### src/rtl/aes_io_pkg.sv
// Shared definitions for the AES byte-serial input/output path.
// The collector and the 128-to-8 serializer use the same state encoding and block geometry.
package aes_io_pkg;

   localparam int BYTE_W      = 8;
   localparam int BLOCK_BYTES = 16;

   typedef enum logic [3:0] {
      IDLE  = 4'd0,
      TRANS = 4'd1,
      OVER  = 4'd2
   } io_state_t;

endpackage

### src/rtl/sipo_8to128.sv
// Serial-in/parallel-out byte collector: gathers 16 bytes into one 128-bit AES block.
// Byte k lands in out[8k+7:8k]; the full block is held with valid=1 until clear.
module sipo_8to128
   import aes_io_pkg::*;
#(
   parameter int in_N  = BYTE_W,
   parameter int set_N = BLOCK_BYTES,
   parameter int out_N = in_N * set_N
) (
   input  logic             clk,
   input  logic             reset,
   input  logic             in_valid,
   input  logic [in_N-1:0]  in,
   input  logic             clear,
   output logic             ready,
   output logic             valid,
   output logic [4:0]       set_num,
   output logic [out_N-1:0] out
);

   io_state_t       state_r;
   logic [4:0]      cnt_r;
   logic            state_ok_s;
   logic            accept_s;
   logic            wipe_s;
   logic [in_N-1:0] lane_r [set_N];

   assign ready   = (state_r != OVER);
   assign valid   = (state_r == OVER);
   assign set_num = cnt_r;

   // Bytes are only taken while collecting; clear always wins over a same-cycle byte.
   always_comb begin
      state_ok_s = 1'b0;
      accept_s   = 1'b0;
      wipe_s     = 1'b0;
      if ((state_r == IDLE) || (state_r == TRANS) || (state_r == OVER)) begin
         state_ok_s = 1'b1;
      end else begin
         state_ok_s = 1'b0;
      end
      if (in_valid && !clear && ((state_r == IDLE) || (state_r == TRANS))) begin
         accept_s = 1'b1;
      end else begin
         accept_s = 1'b0;
      end
      if (clear || !state_ok_s) begin
         wipe_s = 1'b1;
      end else begin
         wipe_s = 1'b0;
      end
   end

   // Collector state and byte count.
   always_ff @(posedge clk or negedge reset) begin
      if (!reset) begin
         state_r <= IDLE;
         cnt_r   <= 5'd0;
      end else if (clear) begin
         state_r <= IDLE;
         cnt_r   <= 5'd0;
      end else begin
         case (state_r)
            IDLE: begin
               if (in_valid) begin
                  state_r <= TRANS;
                  cnt_r   <= 5'd1;
               end else begin
                  cnt_r   <= 5'd0;
               end
            end
            TRANS: begin
               if (in_valid) begin
                  cnt_r <= cnt_r + 5'd1;
                  if (cnt_r == 5'(set_N - 1)) begin
                     state_r <= OVER;
                  end
               end
            end
            OVER: begin
               state_r <= OVER;
            end
            default: begin
               state_r <= IDLE;
               cnt_r   <= 5'd0;
            end
         endcase
      end
   end

   // One register per byte lane; the lane enable is a decode of the byte count.
   for (genvar k = 0; k < set_N; k++) begin : g_lane
      logic lane_we_s;
      assign lane_we_s = accept_s && (cnt_r[3:0] == 4'(k));

      // Lane storage, zeroed whenever the collector returns to IDLE.
      always_ff @(posedge clk or negedge reset) begin
         if (!reset) begin
            lane_r[k] <= '0;
         end else if (wipe_s) begin
            lane_r[k] <= '0;
         end else if (lane_we_s) begin
            lane_r[k] <= in;
         end
      end

      assign out[in_N*k +: in_N] = lane_r[k];
   end

endmodule

### config.mk
export PLATFORM = sky130hd
export DESIGN_NAME = sipo_8to128
export DESIGN_NICKNAME = d
export VERILOG_FILES = /design/src/rtl/aes_io_pkg.sv /design/src/rtl/sipo_8to128.sv
export SDC_FILE = /design/constraint.sdc
export NUM_CORES = 1
export LEC_CHECK = 0
export CAP_MARGIN = 20
export CORE_MARGIN = 8
export CORE_UTILIZATION = 45
export DETAILED_ROUTE_END_ITERATION = 7
export PLACE_DENSITY = 0.74
export SETUP_SLACK_MARGIN = 0.5
export SYNTH_ARGS = -nofsm -noshare
export SYNTH_HDL_FRONTEND = slang
export SYNTH_SLANG_ARGS = --single-unit
### constraint.sdc
create_clock -name clk -period 3.85 [get_ports clk]
set_input_delay 0.9625 -clock clk [delete_from_list [all_inputs] [get_ports clk]]
set_output_delay 0.9625 -clock clk [all_outputs]
set_load 0.005 [all_outputs]
==> results of run 1 <==
-- cell families after synthesis --
| group | after synthesis |
|---|---|
| mux | 130 |
| compound gates | 12 |
| flops | 135 |
| simple gates | 175 |
| buf+inv | 47 |
| fa+ha+maj | 10 |
-- cells in the final DEF (no fill, tap or decap), drive strengths merged, types with 2 or more instances in the layout --
cell type and instances:
ha 10, bufinv 2, mux2i 130, a21oi 3, nand2 141, dfrtp 135, inv 8, clkinv 5
o21ai 3, nand4 8, nand4b 8, nor2b 4, clkinvlp 4, buf 6, nor3b 2, a31oi 2
nand3 4, nand2b 3, clkdlybuf4s50 145, clkbuf 19
-- layout make-up --
| class | instances | area (sq um) |
|---|---|---|
| repair buffers | 151 | 1540 |
| clock inverters | 13 | 148 |
| fillers | 1049 | 4980 |
| flip-flops and latches | 135 | 3380 |
| multi-input cells | 327 | 2340 |
| inverters | 6 | 22.5 |
| well taps | 176 | 220 |
| clock buffers | 19 | 453 |
-- power groups by stage --
stage | clock network (mW) | registers (mW) | logic [mW]
after floorplan | 0 | 1.50 | 0.283
after global placement | 0 | 1.50 | 0.434
after detailed placement | 0 | 1.50 | 0.450
after CTS | 1.64 | 1.48 | 0.452
after global routing | 1.70 | 1.48 | 0.488
final | 1.62 | 1.48 | 0.449
-- state kept, by name (all words and copies together) (netlist names) --
signal / cells
state_r: 2
set_num: 5
out: 128
-- worst max-delay path: cells and delay by family --
| kind | cells | cell delay, ps |
|---|---|---|
| simple gates | 2 | 1300 |
| buf+inv | 1 | 600 |
| mux | 1 | 370 |
-- per-layer routing --
layer | vias to the layer above | track usage, % | part of all wire, %
li1 | 1970 | - | -
met1 | 2162 | 22.4 | 40
met2 | 118 | 33.3 | 52
met3 | 24 | 4.80 | 5.2
met4 | 0 | 8.39 | 2.2
met5 | - | 0 | 0
-- per-stage QoR --
step | setup slack, ps | utilization, % | instances | cell area (sq um)
after floorplan | 1790 | - | 509 | 5970
after global placement | 591 | 57.3 | 795 | 7500
after detailed placement | 441 | 57.3 | 795 | 7500
after CTS | 890 | 61.9 | 827 | 8100
after global routing | 727 | 61.9 | 827 | 8100
final | 899 | 61.9 | 827 | 8100
-- synthesized netlist by cell type, types with 3 or more instances --
library cell / n / area share [%]
nand3_1: 4 / 0.34
nand4_2: 5 / 1.0
buf_6: 3 / 0.57
nand2b_1: 3 / 0.31
a21oi_1: 3 / 0.25
dfrtp_1: 135 / 57
clkbuf_1: 10 / 0.63
mux2i_1: 130 / 22
nand2_1: 141 / 8.9
ha_1: 10 / 2.1
buf_2: 20 / 1.7
nor2b_1: 4 / 0.42
buf_4: 8 / 1.0
nand4b_1: 8 / 1.2
o21ai_0: 3 / 0.25
inv_1: 6 / 0.38
-- final timing paths --
kind / to / start / depth (start not counted)
max: out[11]$_DFFE_PN0P_ / clear / 4
min: state_r[0]$_DFFE_PN0P_ / reset / 1
max reg2reg: out[11]$_DFFE_PN0P_ / state_r[0]$_DFFE_PN0P_ / 4
min reg2reg: out[48]$_DFFE_PN0P_ / out[48]$_DFFE_PN0P_ / 2
max in group asynchronous: out[42]$_DFFE_PN0P_ / reset / 2
min in group clk: out[48]$_DFFE_PN0P_ / out[48]$_DFFE_PN0P_ / 2
==> flow_summary.yaml, run 1 <==
outcome:
  status: "complete, no violations"
critical_path:
  crit_fanout: 26
  crit_arrival_ps: 3260
  rrSetupSlack_ps: 1520
  path_cells: "clkdlybuf4s50_1, nor2_4, nand2_1, mux2i_1"
  worstSetupEndpointType: "register"
  slowest_stage: "nand2_1"
  setup.worst_path.start_class: "input port"
  worstPathRequired_ps: 4160
  crit_type: "input port to register"
  cpPeakStageDelay_ps: 680
global_route:
  gr-total-overflow: 0
  grt_max_degree: 71
  grt_pass1_vias: 4651
  grt_use_total_pct: 19.3
  grt_first_pass_wirelength_um: 26300
  antenna_found_initial: 0
pwr:
  pwr-share-seq_pct: 41.7
  power_mw: 3.54
  p_clk_share_pct: 45.7
  p_int_mw: 2.60
  power.leakage_nw: 4.22
  p_switching_mw: 0.939
  comb_power_share_pct: 12.7
  max-vdd-ir-drop_v: 0.000305
  p_sw_share_pct: 26.5
  power_density_nw_per_um2: 437
drt:
  drt_iter0_markers: 272
  ant_nets: 0
  dr.pass1.iters: 4
  drc: 0
  vias: 4274
  viasPerCell: 5.17
  wirelength_um: 16500
  wl_per_cell_um: 20.0
die:
  start_util_pct: 45.6
  boundaryPins: 147
  die-area_sq_um: 17200
  coreArea_sq_um: 13100
  rows: 42
  dieHeight_um: 131
  die_width_um: 131
synthesis:
  synth_simple_gate_area_share_pct: 13.8
  synth_top_family_by_area: "multiplexers"
  synth-async-reset-ratio_pct: 100
  synth_warnings: 0
  synth-compound-area-share_pct: 1.43
  yosys.area_share.adder_pct: 2.10
  synthesis.instances: 509
  ys_ff_latch: 135
  yosysSeqAreaShare_pct: 56.6
  synth-xor-area-share_pct: 0
  yosys_most_used_dff: "dfrtp_1"
  synth_edf_count: 0
  avgSynthCellArea_sq_um: 11.7
  synth_cell_types: 29
  synth_area_sq_um: 5970
  yosys-mux-area-fraction_pct: 21.8
  synth_fp_nets: 531
clock_tree:
  cts_tree: "yes"
  numCtsBuffers: 17
  cts_setup_buffers: 0
  clock_sinks: 135
  cts_max_level: 4
  path_clk_slew_ps: 60
  cts-root-buf: "clkbuf_16"
  ctsHoldBuffers: 0
  post_cts_resized: 0
  cts_max_path_buffers: 2
  clk_latency_ps: 420
timing:
  fin_tns_setup_ps: 0
  skew_ps: 14.0
  finalCriticalPeriod_ps: 2950
  finalCritPeriodShare_pct: 76.6
  setup_viol: 0
  clock.fmax_mhz: 339
  drv_slew: 0
  relSlewSlack_pct: 43.1
  worstMarginPinSlew_ps: 851
  rsz0062_at_grt: "no"
  hold_viol: 0
  holdWs_ps: 527
place:
  gp_congestion: 0.812
  io_buffer_count: 146
  dp_hpwl_um: 11200
job:
  drv_cap: 0
final_layout:
  drive_above_1_share_pct: 7.37
  syn2layout_area_growth_pct: 35.7
  antenna_cells: 0
  final_nets: 660
hold_path:
  hold_class: "input port to asynchronous set/reset pin"
Power figures use the tool's default switching activity.
==> run 2, diff against run 1 <==
--- a/config.mk
+++ b/config.mk
@@ -9,7 +9,7 @@
 export CORE_MARGIN = 8
 export CORE_UTILIZATION = 45
 export DETAILED_ROUTE_END_ITERATION = 7
-export PLACE_DENSITY = 0.74
+export PLACE_DENSITY = 0.77
 export SETUP_SLACK_MARGIN = 0.5
 export SYNTH_ARGS = -nofsm -noshare
 export SYNTH_HDL_FRONTEND = slang
==> constraint.sdc (replaced) <==
create_clock -name clk -period 2.41 [get_ports clk]
set_input_delay 0.6025 -clock clk [delete_from_list [all_inputs] [get_ports clk]]
set_output_delay 0.6025 -clock clk [all_outputs]
set_load 0.005 [all_outputs]
==> flow_summary.yaml, run 2 (synthesis gave the netlist of run 1 again) <==
timing:
  relSlewSlack_pct: 61.6
  skew_ps: 8.45
  hold_viol: 0
  clock.fmax_mhz: 531
  finalCritPeriodShare_pct: 78.1
  worstMarginPinSlew_ps: 576
  drv_slew: 0
  setup_viol: 0
  rsz0062_at_grt: "yes"
  finalCriticalPeriod_ps: 1880
  fin_tns_setup_ps: 0
critical_path:
  slowest_stage: "clkdlybuf4s50_1"
  crit_fanout: 2
  crit_family: "buffers and inverters"
  setup.worst_path.start_class: "register"
  path_cells: "clkdlybuf4s50_1"
  crit_buf_inv: 1
  cpPeakStageDelay_ps: 530
  worstPathRequired_ps: 1810
  worstSetupEndpointType: "output pin"
  crit_arrival_ps: 1280
  crit_type: "register to output pin"
clock_tree:
  cts_max_path_buffers: 2
  clock_sinks: 135
  path_clk_slew_ps: 60
  cts_max_level: 4
  cts-root-buf: "clkbuf_16"
  numCtsBuffers: 17
  clk_latency_ps: 410
  cts_tree: "yes"
final_layout:
  layoutNonFillerInstCount: 887
  antenna_cells: 0
  syn2layout_area_growth_pct: 46.8
  largest_reg_flops: 128
  mostFrequentLayoutCells: "141 x nand2_1, 132 x dfrtp_1, 130 x mux2i_1, 63 x dlymetal6s2s_1, 60 x buf_4"
  final_common_cell: "nand2_1"
  final_nets: 720
  drive_above_1_share_pct: 16.5
die:
  die_width_um: 131
  die-area_sq_um: 17200
  rows: 42
  coreArea_sq_um: 13100
  boundaryPins: 147
  start_util_pct: 45.6
  dieHeight_um: 131
drt:
  viasPerCell: 5.18
  met2_length_um: 9210
  vias: 4592
  ant_nets: 0
  wl_per_cell_um: 19.4
  wl_met1_um: 6750
  drc: 0
  dr.pass1.iters: 4
  wl_met3_um: 825
  drt_iter0_markers: 326
  wirelength_um: 17200
  top_layer_used: "met4"
pwr:
  max-vdd-ir-drop_v: 0.000410
  power_density_nw_per_um2: 675
  power.leakage_nw: 5.90
place:
  dp_hpwl_um: 11600
  io_buffer_count: 146
  placed_cells: 821
  gp_congestion: 0.799
global_route:
  grt_pass1_vias: 4916
  gr-total-overflow: 0
  antenna_found_initial: 0
  grt_use_total_pct: 19.7
  grt_max_degree: 64
  grt_first_pass_wirelength_um: 26900
hold_path:
  hold_class: "input port to asynchronous set/reset pin"
outcome:
  status: "complete, no violations"
job:
  drv_cap: 0
[run 2: worst paths after layout]
path,endpoint,depth (start not counted),slack (ps),start
hold / removal,out[87]$_DFFE_PN0P_,1,170,reset
hold reg to reg,out[60]$_DFFE_PN0P_,2,520,out[60]$_DFFE_PN0P_
setup / recovery,out[10],1,530,out[10]$_DFFE_PN0P_
min in group clk,out[60]$_DFFE_PN0P_,2,520,out[60]$_DFFE_PN0P_
setup reg to reg,out[90]$_DFFE_PN0P_,6,600,state_r[1]$_DFFE_PN0P_
max in group asynchronous,out[27]$_DFFE_PN0P_,2,1570,reset
[run 2: through the flow]
step	hold slack (ps)	area, sq um	total power [mW]	setup slack [ps]	util [%]
5_1_grt	202	8760	6.14	486	67.0
4_1_cts	180	8450	5.89	488	64.6
3_3_place_gp	513	7710	3.14	214	58.9
3_5_place_dp	520	7710	3.16	135	58.9
2_1_floorplan	307	5970	2.84	672	-
6_report	173	8760	5.91	528	67.0
[run 2: where the power goes]
| part | switching, mW | total [mW] | internal, mW |
|---|---|---|---|
| clock | 0.985 | 2.65 | 1.66 |
| sequential | 0.0361 | 2.35 | 2.32 |
| combinational | 0.530 | 0.915 | 0.385 |
| total | 1.55 | 5.91 | 4.36 |
[run 2: layout make-up]
class                   instances  area (sq um)
inverters                       6          22.5
repair buffers                210          2100
clock buffers                  18           439
flip-flops and latches        135          3380
multi-input cells             328          2420
clock inverters                14           175
fillers                       947          4320
well taps                     176           220
[run 2: repair_timing]
| item | CTS | global route |
|---|---|---|
| gates cloned | 0 | 1 |
| hold endpoints to repair | 0 | 0 |
| pin swaps | 1 | 2 |
| setup buffers | 19 | 14 |
| hold buffers | 0 | 0 |
| endpoints found under the setup margin | 117 | 152 |
| gates resized for setup | 50 | 70 |
[run 2: routing by layer]
| layer | vias up | global-route usage, % |
|---|---|---|
| li1 | 2093 | - |
| met1 | 2310 | 22.2 |
| met2 | 164 | 34.8 |
| met3 | 25 | 5.37 |
| met4 | 0 | 7.49 |
| met5 | - | 0 |
==> run 3, diff against run 2 <==
--- a/config.mk
+++ b/config.mk
@@ -9,7 +9,7 @@
 export CORE_MARGIN = 8
 export CORE_UTILIZATION = 45
 export DETAILED_ROUTE_END_ITERATION = 7
-export PLACE_DENSITY = 0.77
+export PLACE_DENSITY = 0.74
 export SETUP_SLACK_MARGIN = 0.5
 export SYNTH_ARGS = -nofsm -noshare
 export SYNTH_HDL_FRONTEND = slang
==> constraint.sdc (replaced) <==
create_clock -name clk -period 1.8 [get_ports clk]
set_input_delay 0.45 -clock clk [delete_from_list [all_inputs] [get_ports clk]]
set_output_delay 0.45 -clock clk [all_outputs]
set_load 0.005 [all_outputs]
==> flow_summary.yaml, run 3 (synthesis gave the netlist of run 1 again) <==
timing:
  rsz0062_at_grt: "yes"
  finalCriticalPeriod_ps: 1710
  relSlewSlack_pct: 63.2
  skew_ps: 8.41
  worstMarginPinSlew_ps: 551
  hold_viol: 4
  drv_slew: 0
  clock.fmax_mhz: 585
  finalCritPeriodShare_pct: 95.0
  setup_viol: 0
  holdWs_ps: -13.8
drt:
  ant_nets: 0
  wl_per_cell_um: 20.8
  viasPerCell: 5.20
  vias: 5088
  drc: 0
  wirelength_um: 20400
  drt_iter0_markers: 333
  dr.pass1.iters: 5
clock_tree:
  cts_max_level: 4
  cts_max_path_buffers: 2
  cts-root-buf: "clkbuf_16"
  cts_tree: "yes"
  path_clk_slew_ps: 50
  ctsHoldBuffers: 0
  numCtsBuffers: 17
  clock_sinks: 135
  clk_latency_ps: 420
global_route:
  grt_use_total_pct: 20.9
  grt_first_pass_wirelength_um: 28400
  grt_max_degree: 54
  antenna_found_initial: 0
  gr-total-overflow: 0
  grt_pass1_vias: 5158
critical_path:
  path_cells: "buf_6, ha_4, o21ba_4, buf_12, nand4b_1, buf_6, mux2i_1"
  crit_type: "register to register"
  crit_fanout: 8
  cpPeakStageDelay_ps: 400
  setup.worst_path.start_class: "register"
  worstSetupEndpointType: "register"
  cp_common_cell: "buf_6"
  r2r_cells: 7
  worstPathRequired_ps: 2130
  reg2reg_to: "out[22]$_DFFE_PN0P_"
  rrSetupSlack_ps: 90
  slowest_stage: "dfrtp_1"
  r2r-start: "state_r[0]$_DFFE_PN0P_"
  crit_arrival_ps: 2040
final_layout:
  largest_reg_flops: 128
  post-route-util_pct: 71.4
  drive_above_1_share_pct: 45.9
  mostFrequentLayoutCells: "133 x nand2_1, 131 x dfrtp_1, 130 x buf_2, 123 x mux2i_1, 105 x buf_4"
  final_nets: 814
  final_common_cell: "nand2_1"
  syn2layout_area_growth_pct: 56.6
  nFillCells: 891
  antenna_cells: 0
pwr:
  power.leakage_nw: 5.49
  power_density_nw_per_um2: 882
  max-vdd-ir-drop_v: 0.000634
  power_mw: 8.24
die:
  die-area_sq_um: 17200
  die_width_um: 131
  coreArea_sq_um: 13100
  rows: 42
  start_util_pct: 45.6
  boundaryPins: 147
  dieHeight_um: 131
outcome:
  violations: "negative hold slack"
  status: "complete, but fails checks"
place:
  gp_congestion: 0.793
  io_buffer_count: 146
  dp_hpwl_um: 11600
job:
  drv_cap: 0
hold_path:
  hold_class: "input port to asynchronous set/reset pin"
[run 3: worst max-delay path by stage]
stage	end	depth (start not counted)	slack (ps)	start
global placement	out[90]$_DFFE_PN0P_	6	-110	in_valid
finish	out[22]$_DFFE_PN0P_	7	90	state_r[0]$_DFFE_PN0P_
floorplan	out[32]$_DFFE_PN0P_	9	170	state_r[1]$_DFFE_PN0P_
detailed placement	out[88]$_DFFE_PN0P_	6	-200	in_valid
global route	out[28]$_DFFE_PN0P_	7	30	state_r[0]$_DFFE_PN0P_
CTS	out[53]$_DFFE_PN0P_	7	80	state_r[1]$_DFFE_PN0P_
[run 3: critical path: cells and delay by family, from the launching register on]
kind | cells | cell delay (ps)
and+or+nand+nor | 1 | 110
DFF | 1 | 400
buffers and inverters | 3 | 460
adders and majority gates | 1 | 160
AOI/OAI and AO/OA | 1 | 260
muxes | 1 | 230
[run 3: cell type report]
| type | count | area, sq um | share of cell area, % |
|---|---|---|---|
| Timing Repair Buffer | 305 | 2550 | 27.3 |
| Clock inverter | 4 | 47.5 | 0.509 |
| Multi-Input combinational cell | 327 | 2640 | 28.3 |
| Clock buffer | 25 | 475 | 5.09 |
| Inverter | 6 | 25.0 | 0.268 |
| Sequential cell | 135 | 3380 | 36.2 |
| Tap cell | 176 | 220 | 2.36 |
[run 3: power breakdown]
group / switching, mW / internal, mW / total, mW / leakage [nW]
logic: 0.974 / 0.974 / 1.95 / 3.36
clock network: 1.19 / 1.94 / 3.13 / 0.253
registers: 0.0609 / 3.10 / 3.17 / 1.88
total: 2.22 / 6.02 / 8.24 / 5.49
[run 3: timing repair]
item | 4_1_cts | 5_1_grt
setup buffers | 63 | 39
pin swaps | 13 | 6
endpoints found under the setup margin | 270 | 270
cloned | 1 | 10
resized for setup | 577 | 48
[run 3: metrics by stage]
stage	TNS, ps	cell area, sq um	hold WS [ps]	setup slack [ps]	cells
2_1_floorplan	0	6080	154	174	509
3_3_place_gp	-7170	8080	449	-107	836
3_5_place_dp	-12130	8080	452	-204	836
4_1_cts	0	8600	11.8	83.1	929
5_1_grt	0	9350	15.9	33.6	978
6_report	0	9350	-13.8	89.3	978
[run 3: metal layers]
| metal | vias up | share of wire [%] | track usage, % | routed length [um] |
|---|---|---|---|---|
| met2 | 170 | 52 | 37.8 | 10700 |
| met3 | 42 | 5.0 | 5.34 | 1010 |
| met4 | 0 | 2.6 | 6.33 | 529 |
| li1 | 2282 | - | - | - |
| met5 | - | 0 | 0 | 0 |
| met1 | 2594 | 40 | 23.6 | 8170 |
